===== src/rtl/marfeeder_pkg.sv =====
// marfeeder_pkg: shared types and constants for the marbuffer feeder.
//   op_e    - instruction opcode in word[31:30]
//   state_e - feeder FSM state, exported on state_o
//   *_MSB/*_LSB - instruction word field positions
//   ERR_*   - bit positions inside err_o
package marfeeder_pkg;

  typedef enum logic [1:0] {
    OP_WAIT   = 2'd0,
    OP_WRITE  = 2'd1,
    OP_DIRECT = 2'd2,
    OP_HALT   = 2'd3
  } op_e;

  typedef enum logic [2:0] {
    ST_IDLE   = 3'd0,
    ST_RUN    = 3'd1,
    ST_BLOCK  = 3'd2,
    ST_COUNT  = 3'd3,
    ST_HALTED = 3'd4
  } state_e;

  localparam int unsigned OP_MSB   = 31;
  localparam int unsigned OP_LSB   = 30;
  localparam int unsigned TGT_MSB  = 29;
  localparam int unsigned TGT_LSB  = 25;
  localparam int unsigned DLY_MSB  = 22;
  localparam int unsigned DLY_LSB  = 16;
  localparam int unsigned DATA_MSB = 15;
  localparam int unsigned DATA_LSB = 0;
  localparam int unsigned CNT_MSB  = 22;
  localparam int unsigned CNT_LSB  = 0;

  localparam int unsigned ERR_TGT = 0;
  localparam int unsigned ERR_OVF = 1;

endpackage


===== src/rtl/marfeeder_if.sv =====
// marfeeder_if: instruction stream plus marbuffer write bus.
//   word_i/word_valid_i/word_ready_o - instruction handshake
//   data_o/delay_o                   - shared buffer payload
//   valid_o/direct_o                 - one-hot per-buffer strobes
//   full_i/err_i                     - per-buffer status
// slave modport is the feeder's view; master is the environment's.
interface marfeeder_if #(
  parameter int unsigned N_BUF = 4
) ();
  logic [31:0]      word_i;
  logic             word_valid_i;
  logic             word_ready_o;
  logic [15:0]      data_o;
  logic [6:0]       delay_o;
  logic [N_BUF-1:0] valid_o;
  logic [N_BUF-1:0] direct_o;
  logic [N_BUF-1:0] full_i;
  logic [N_BUF-1:0] err_i;

  modport slave (
    input  word_i, word_valid_i, full_i, err_i,
    output word_ready_o, data_o, delay_o, valid_o, direct_o
  );

  modport master (
    output word_i, word_valid_i, full_i, err_i,
    input  word_ready_o, data_o, delay_o, valid_o, direct_o
  );
endinterface


===== src/rtl/marfeeder_holdoff.sv =====
// marfeeder_holdoff: per-target write holdoff down-counter.
//   load_i - reload to HOLDOFF (takes priority over decrement)
//   zero_o - counter is 0; a write to this target may issue
// Counts down by one per cycle and saturates at 0.
module marfeeder_holdoff #(
  parameter int unsigned HOLDOFF = 2
) (
  input  logic clk,
  input  logic rst_n,
  input  logic load_i,
  output logic zero_o
);
  localparam int unsigned CW = (HOLDOFF > 0) ? $clog2(HOLDOFF + 1) : 1;

  logic [CW-1:0] cnt_q, cnt_d;

  always_comb begin
    cnt_d = cnt_q;
    if (load_i) begin
      cnt_d = CW'(HOLDOFF);
    end else if (cnt_q != '0) begin
      cnt_d = cnt_q - CW'(1);
    end
  end

  always_ff @(posedge clk or negedge rst_n) begin
    if (!rst_n) begin
      cnt_q <= '0;
    end else begin
      cnt_q <= cnt_d;
    end
  end

  assign zero_o = (cnt_q == '0);
endmodule


===== src/rtl/marfeeder.sv =====
// marfeeder: decodes sequencer instruction words and dispatches writes /
// directs to N_BUF marbuffers, pacing writes against full flags and a
// per-target holdoff.
//   clk, rst_n       - clock, async active-low reset
//   start_i, stop_i  - run control (stop wins); start clears err_o
//   bus              - instruction handshake and buffer bus (slave)
//   err_o            - sticky {overflow, bad target}
//   halted_o         - in HALTED
//   state_o          - current FSM state
module marfeeder
  import marfeeder_pkg::*;
#(
  parameter int unsigned N_BUF   = 4,
  parameter int unsigned HOLDOFF = 2
) (
  input  logic        clk,
  input  logic        rst_n,
  input  logic        start_i,
  input  logic        stop_i,
  marfeeder_if.slave  bus,
  output logic [1:0]  err_o,
  output logic        halted_o,
  output logic [2:0]  state_o
);
  state_e           state_q, state_d;
  logic [27:0]      pend_q, pend_d;      // {tgt, delay, data} of a blocked WRITE
  logic [22:0]      cnt_q, cnt_d;
  logic [N_BUF-1:0] valid_q, valid_d, direct_q, direct_d;
  logic [15:0]      data_q, data_d;
  logic [6:0]       delay_q, delay_d;
  logic [1:0]       err_q, err_d;
  logic             halted_q, halted_d;

  op_e              op;
  logic [4:0]       tgt;
  logic [6:0]       dly;
  logic [15:0]      dat;
  logic [N_BUF-1:0] tgt_oh, hold_zero;
  logic             tgt_ok, full_hit, hold_hit, bad_tgt;

  for (genvar g = 0; g < int'(N_BUF); g++) begin : g_hold
    marfeeder_holdoff #(.HOLDOFF(HOLDOFF)) u_hold (
      .clk    (clk),
      .rst_n  (rst_n),
      .load_i (valid_d[g]),
      .zero_o (hold_zero[g])
    );
  end

  // In BLOCK the target/payload come from the latched word, otherwise
  // from the live input word.
  always_comb begin
    op = op_e'(bus.word_i[OP_MSB:OP_LSB]);
    if (state_q == ST_BLOCK) begin
      tgt = pend_q[27:23];
      dly = pend_q[22:16];
      dat = pend_q[15:0];
    end else begin
      tgt = bus.word_i[TGT_MSB:TGT_LSB];
      dly = bus.word_i[DLY_MSB:DLY_LSB];
      dat = bus.word_i[DATA_MSB:DATA_LSB];
    end
    for (int unsigned i = 0; i < N_BUF; i++) begin
      tgt_oh[i] = (tgt == 5'(i));
    end
    tgt_ok   = (32'(tgt) < N_BUF);
    full_hit = |(tgt_oh & bus.full_i);
    hold_hit = |(tgt_oh & ~hold_zero);
  end

  always_comb begin
    state_d  = state_q;
    pend_d   = pend_q;
    cnt_d    = cnt_q;
    valid_d  = '0;
    direct_d = '0;
    data_d   = data_q;
    delay_d  = delay_q;
    bad_tgt  = 1'b0;

    if (stop_i) begin
      state_d = ST_IDLE;
    end else begin
      unique case (state_q)
        ST_IDLE, ST_HALTED: begin
          if (start_i) state_d = ST_RUN;
        end
        ST_RUN: begin
          if (bus.word_valid_i) begin
            if (!tgt_ok) begin
              bad_tgt = 1'b1;
            end else begin
              unique case (op)
                OP_WAIT: begin
                  if (bus.word_i[CNT_MSB:CNT_LSB] != '0) begin
                    cnt_d   = bus.word_i[CNT_MSB:CNT_LSB];
                    state_d = ST_COUNT;
                  end
                end
                OP_WRITE: begin
                  if (full_hit || hold_hit) begin
                    pend_d  = {tgt, dly, dat};
                    state_d = ST_BLOCK;
                  end else begin
                    valid_d = tgt_oh;
                    data_d  = dat;
                    delay_d = dly;
                  end
                end
                OP_DIRECT: begin
                  direct_d = tgt_oh;
                  data_d   = dat;
                  delay_d  = dly;
                end
                OP_HALT: state_d = ST_HALTED;
                default: ;
              endcase
            end
          end
        end
        ST_BLOCK: begin
          if (!full_hit && !hold_hit) begin
            valid_d = tgt_oh;
            data_d  = dat;
            delay_d = dly;
            state_d = ST_RUN;
          end
        end
        ST_COUNT: begin
          // Leaving on cnt==1 keeps ready low for exactly n cycles.
          if (cnt_q <= 23'd1) state_d = ST_RUN;
          else                cnt_d   = cnt_q - 23'd1;
        end
        default: state_d = ST_IDLE;
      endcase
    end

    // Fresh errors win over the start-induced clear.
    err_d          = start_i ? 2'b00 : err_q;
    err_d[ERR_TGT] = err_d[ERR_TGT] | bad_tgt;
    err_d[ERR_OVF] = err_d[ERR_OVF] | (|bus.err_i);
    halted_d       = (state_d == ST_HALTED);
  end

  always_ff @(posedge clk or negedge rst_n) begin
    if (!rst_n) begin
      state_q  <= ST_IDLE;
      pend_q   <= '0;
      cnt_q    <= '0;
      valid_q  <= '0;
      direct_q <= '0;
      data_q   <= '0;
      delay_q  <= '0;
      err_q    <= '0;
      halted_q <= 1'b0;
    end else begin
      state_q  <= state_d;
      pend_q   <= pend_d;
      cnt_q    <= cnt_d;
      valid_q  <= valid_d;
      direct_q <= direct_d;
      data_q   <= data_d;
      delay_q  <= delay_d;
      err_q    <= err_d;
      halted_q <= halted_d;
    end
  end

  assign bus.word_ready_o = (state_q == ST_RUN);
  assign bus.valid_o      = valid_q;
  assign bus.direct_o     = direct_q;
  assign bus.data_o       = data_q;
  assign bus.delay_o      = delay_q;
  assign err_o            = err_q;
  assign halted_o         = halted_q;
  assign state_o          = state_q;
endmodule


===== src/flat_wrapper.sv =====
// flat-port wrapper written by rule: the top's interface ports become plain ports
module marfeeder_flat import marfeeder_pkg::*;
#(
  parameter int unsigned N_BUF   = 4,
  parameter int unsigned HOLDOFF = 2
)
  (clk, rst_n, start_i, stop_i, err_o, halted_o, state_o, bus_word_i, bus_word_valid_i, bus_full_i, bus_err_i, bus_word_ready_o, bus_data_o, bus_delay_o, bus_valid_o, bus_direct_o);
  marfeeder_if #(.N_BUF(N_BUF)) bus_i ();
  input  logic clk;
  input  logic rst_n;
  input  logic start_i;
  input  logic stop_i;
  output logic [1:0] err_o;
  output logic halted_o;
  output logic [2:0] state_o;
  input wire logic [$bits(bus_i.word_i)-1:0] bus_word_i;
  input wire logic [$bits(bus_i.word_valid_i)-1:0] bus_word_valid_i;
  input wire logic [$bits(bus_i.full_i)-1:0] bus_full_i;
  input wire logic [$bits(bus_i.err_i)-1:0] bus_err_i;
  output wire logic [$bits(bus_i.word_ready_o)-1:0] bus_word_ready_o;
  output wire logic [$bits(bus_i.data_o)-1:0] bus_data_o;
  output wire logic [$bits(bus_i.delay_o)-1:0] bus_delay_o;
  output wire logic [$bits(bus_i.valid_o)-1:0] bus_valid_o;
  output wire logic [$bits(bus_i.direct_o)-1:0] bus_direct_o;
  assign bus_i.word_i = bus_word_i;
  assign bus_i.word_valid_i = bus_word_valid_i;
  assign bus_i.full_i = bus_full_i;
  assign bus_i.err_i = bus_err_i;
  assign bus_word_ready_o = bus_i.word_ready_o;
  assign bus_data_o = bus_i.data_o;
  assign bus_delay_o = bus_i.delay_o;
  assign bus_valid_o = bus_i.valid_o;
  assign bus_direct_o = bus_i.direct_o;
  marfeeder #(.N_BUF(N_BUF), .HOLDOFF(HOLDOFF)) u_core (.clk(clk), .rst_n(rst_n), .start_i(start_i), .stop_i(stop_i), .bus(bus_i), .err_o(err_o), .halted_o(halted_o), .state_o(state_o));
endmodule

===== config.mk =====
export PLATFORM = sky130hd
export DESIGN_NAME = marfeeder_flat
export DESIGN_NICKNAME = d
export VERILOG_FILES = /design/src/rtl/marfeeder_pkg.sv /design/src/rtl/marfeeder_if.sv /design/src/rtl/marfeeder_holdoff.sv /design/src/rtl/marfeeder.sv /design/src/flat_wrapper.sv
export SDC_FILE = /design/constraint.sdc
export NUM_CORES = 1
export LEC_CHECK = 0
export CELL_PAD_IN_SITES_DETAIL_PLACEMENT = 0
export CELL_PAD_IN_SITES_GLOBAL_PLACEMENT = 2
export CORE_MARGIN = 3
export CORE_UTILIZATION = 34
export DETAILED_ROUTE_END_ITERATION = 12
export PLACE_DENSITY = 0.84
export SLEW_MARGIN = 20
export SYNTH_ARGS = -nofsm -noshare
export SYNTH_HDL_FRONTEND = slang
export SYNTH_HIERARCHICAL = 1
export SYNTH_SLANG_ARGS = --single-unit

===== constraint.sdc =====
create_clock -name clk -period 3.3 [get_ports clk]
set_input_delay 0.825 -clock clk [delete_from_list [all_inputs] [get_ports clk]]
set_output_delay 0.825 -clock clk [all_outputs]
set_load 0.005 [all_outputs]

==> out/metrics.cfg <==
[logic_synthesis]
avgSynthCellArea_sq_um=9.771
synthFlopType=dfrtp_1
synthArstFlopShare_pct=100.0
synth_edf_count=0
ys_seq_area_share_pct=47.28
synth_cell_types=59
synth_most_common_cell=dfrtp_1
syn_inst=520
synth.top_cells.by_count=dfrtp_1 (96), nand2_1 (93), nor2_1 (43), o21ai_0 (32), a21oi_1 (30)
yosys_warnings=6
synth_top_area_share_pct=47.28
synthTopCellsByArea=dfrtp_1 (47%), nand2_1 (6.9%), mux2_4 (5.9%)
synth-seq-cells=96
synth_area_sq_um=5081
synth_top_cell_by_area=dfrtp_1
syn_nets=571

[timing]
final_max_slew_viol_count=0
rsz0062_at_grt=no
fmaxAchievable_mhz=336.2
relSlewSlack_pct=28.13
worst-slew-pin-transition_ns=1.075
finalCritPeriodShare_pct=90.13
hold_violations=0
min_period_ns=2.974
fin_worst_hold_slack_ns=0.4321
finalSetupViolCount=0
finClkSkew_ns=0.005881

[detailed_routing]
post_drt_wl_per_cell_microns=16.92
drtIter0Drc=251
vias=4257
vias_per_cell=5.249
drc=0
detail-route-antenna-nets=0
drt_wl_total_microns=13720
drtPass1Iterations=4

[global_route]
gr-total-overflow=0
grt_max_degree=62
grt_pass1_wl_microns=22390
antenna_found_initial=0
grtUsageTotal_pct=17.30
grt_pass1_vias=4430

[critical_path]
crit_fanout=10
cp-end-kind=flip-flop
required_ns=3.56
critPathKind=in -> reg
r2r_start=u_core/state_o[2]$_DFF_PN0_
crit_start=bus_word_i[28]
start_kind=primary input
crit_arrival_ns=3.24

[clock_network]
cts-root-buf=clkbuf_16
clk_pin_slew_ns=0.07
cts_tree=yes
clk_path_buf_depth=2
cts_made_buffers=9
clock-sinks=96
htreeDepth=3
insertion_delay_ns=0.35
post_cts_buffers=0

[hold_path]
min_path_type=in -> async

[pwr]
p_leak_nw=2.977
p_total_mw=3.636
irDropWorstVdd_v=0.0002782
pwr_density_cell_nw_per_um2=546.8

[placement]
dp.cells=795
portBuffers=80
dpl.hpwl_microns=9773
routabilityCongestion=0.8837

[floorplanning]
num_rows=44
fp.dieW_microns=128.2
die_y_microns=128.2
die_area_sq_um=16450
io_pins=83
start_util_pct=34.83
core_area_sq_um=14590

[finish]
syn2layout_area_growth_pct=30.85
drive_gt1_share_pct=14.04
finalNetCount=673
diodes=0
final_cells=811
final_core_util_pct=45.57

[flow_run]
drv_cap=0

[status]
status=complete, no violations

sequential cells by signal, summed over array words and instances, names as in the netlist:
| register | cells |
|---|---|
| u_core/bus.direct_o | 4 |
| u_core/state_o | 3 |
| u_core/bus.delay_o | 7 |
| u_core/g_hold.u_hold/cnt_q | 8 |
| u_core/err_o | 2 |
| u_core/halted_o | 1 |
| u_core/cnt_q | 23 |
| u_core/bus.data_o | 16 |
| u_core/bus.valid_o | 4 |
| u_core/pend_q | 28 |
worst paths after layout:
kind                                                endpoint  slack [ns]  depth (start not counted)
setup / recovery                 u_core/cnt_q[2]$_DFFE_PN0P_        0.33                          8
hold / removal                  u_core/pend_q[3]$_DFFE_PN0P_        0.43                          1
setup reg to reg           u_core/bus.delay_o[1]$_DFFE_PN0P_        0.33                          7
hold reg to reg                u_core/pend_q[25]$_DFFE_PN0P_        0.49                          1
max in group asynchronous    u_core/bus.valid_o[0]$_DFF_PN0_        2.15                          2
min in group clk               u_core/pend_q[25]$_DFFE_PN0P_        0.49                          1
cell type report:
| type | count | area [sq um] |
|---|---|---|
| fillers | 1390 | 7940 |
| multi-input cells | 383 | 2489 |
| flip-flops and latches | 96 | 2402 |
| repair buffers | 114 | 1104 |
| well taps | 184 | 230.2 |
| clock buffers | 9 | 225.2 |
| clock inverters | 7 | 131.4 |
| inverters | 18 | 67.56 |
metrics by stage:
stage	TNS, ns	cell area [sq um]	setup WS (ns)
floorplan	0	5081	0.5139
global placement	0	6291	0.008598
detailed placement	-0.7293	6291	-0.1091
CTS	0	6648	0.2531
global route	0	6649	0.1570
finish	0	6649	0.3258
layer usage:
metal / part of all wire (%) / track usage, %
met5: 0 / 0
met4: 2.4 / 5.743
met3: 5.9 / 4.708
met2: 46 / 28.29
met1: 45 / 22.16
logic make-up (layout without fill, tap and decap cells):
group	after synthesis	in the layout	share of synthesized area (%)
AO/OA/AOI/OAI	116	116	15.05
adder cells (fa/ha/maj)	6	6	1.477
AND/OR/NAND/NOR	207	207	18.76
XOR/XNOR	4	4	0.6894
multiplexers	50	50	12.76
buffers and inverters	41	148	3.989
flip-flops	96	96	47.28
power breakdown:
part / switching, mW / internal, mW
Sequential: 0.159 / 1.39
Combinational: 0.378 / 0.481
Clock: 0.476 / 0.750
critical path: stages:
cell and delay [ns]:
clkdlybuf4s50_1 0.41, or3_1 0.42, mux2_2 0.30, a2111oi_1 0.39, o221a_2 0.44, buf_4 0.17
o21ai_0 0.08, a22oi_1 0.19
what timing repair did:
action | in CTS | in global routing
endpoints found under the hold margin | 0 | 0
resized for setup | 0 | 1
endpoints found under the setup margin | 0 | 3
hold buffers | 0 | 0
layout by cell type (no fill, tap or decap), drive strengths merged, types with 3 or more instances in the layout:
| cell type | count |
|---|---|
| or4 | 3 |
| and2 | 7 |
| a31oi | 5 |
| dfrtp | 96 |
| bufinv | 3 |
| nor2b | 5 |
| mux2 | 48 |
| xor2 | 4 |
| nand4 | 3 |
| ha | 6 |
| a21o | 6 |
| o22ai | 3 |
| a21oi | 30 |
| o211ai | 3 |
| clkinv | 3 |
| nor3 | 9 |
| o21ai | 39 |
| nor3b | 3 |
| nor2 | 43 |
| nand3 | 9 |
| inv | 18 |
| buf | 35 |
| nand2 | 93 |
| nor4 | 13 |
| clkbuf | 9 |
| clkdlybuf4s50 | 79 |
| a2111oi | 4 |
| nand2b | 8 |
| or3 | 6 |
| a22oi | 5 |
(Power assumes the default switching activity.)
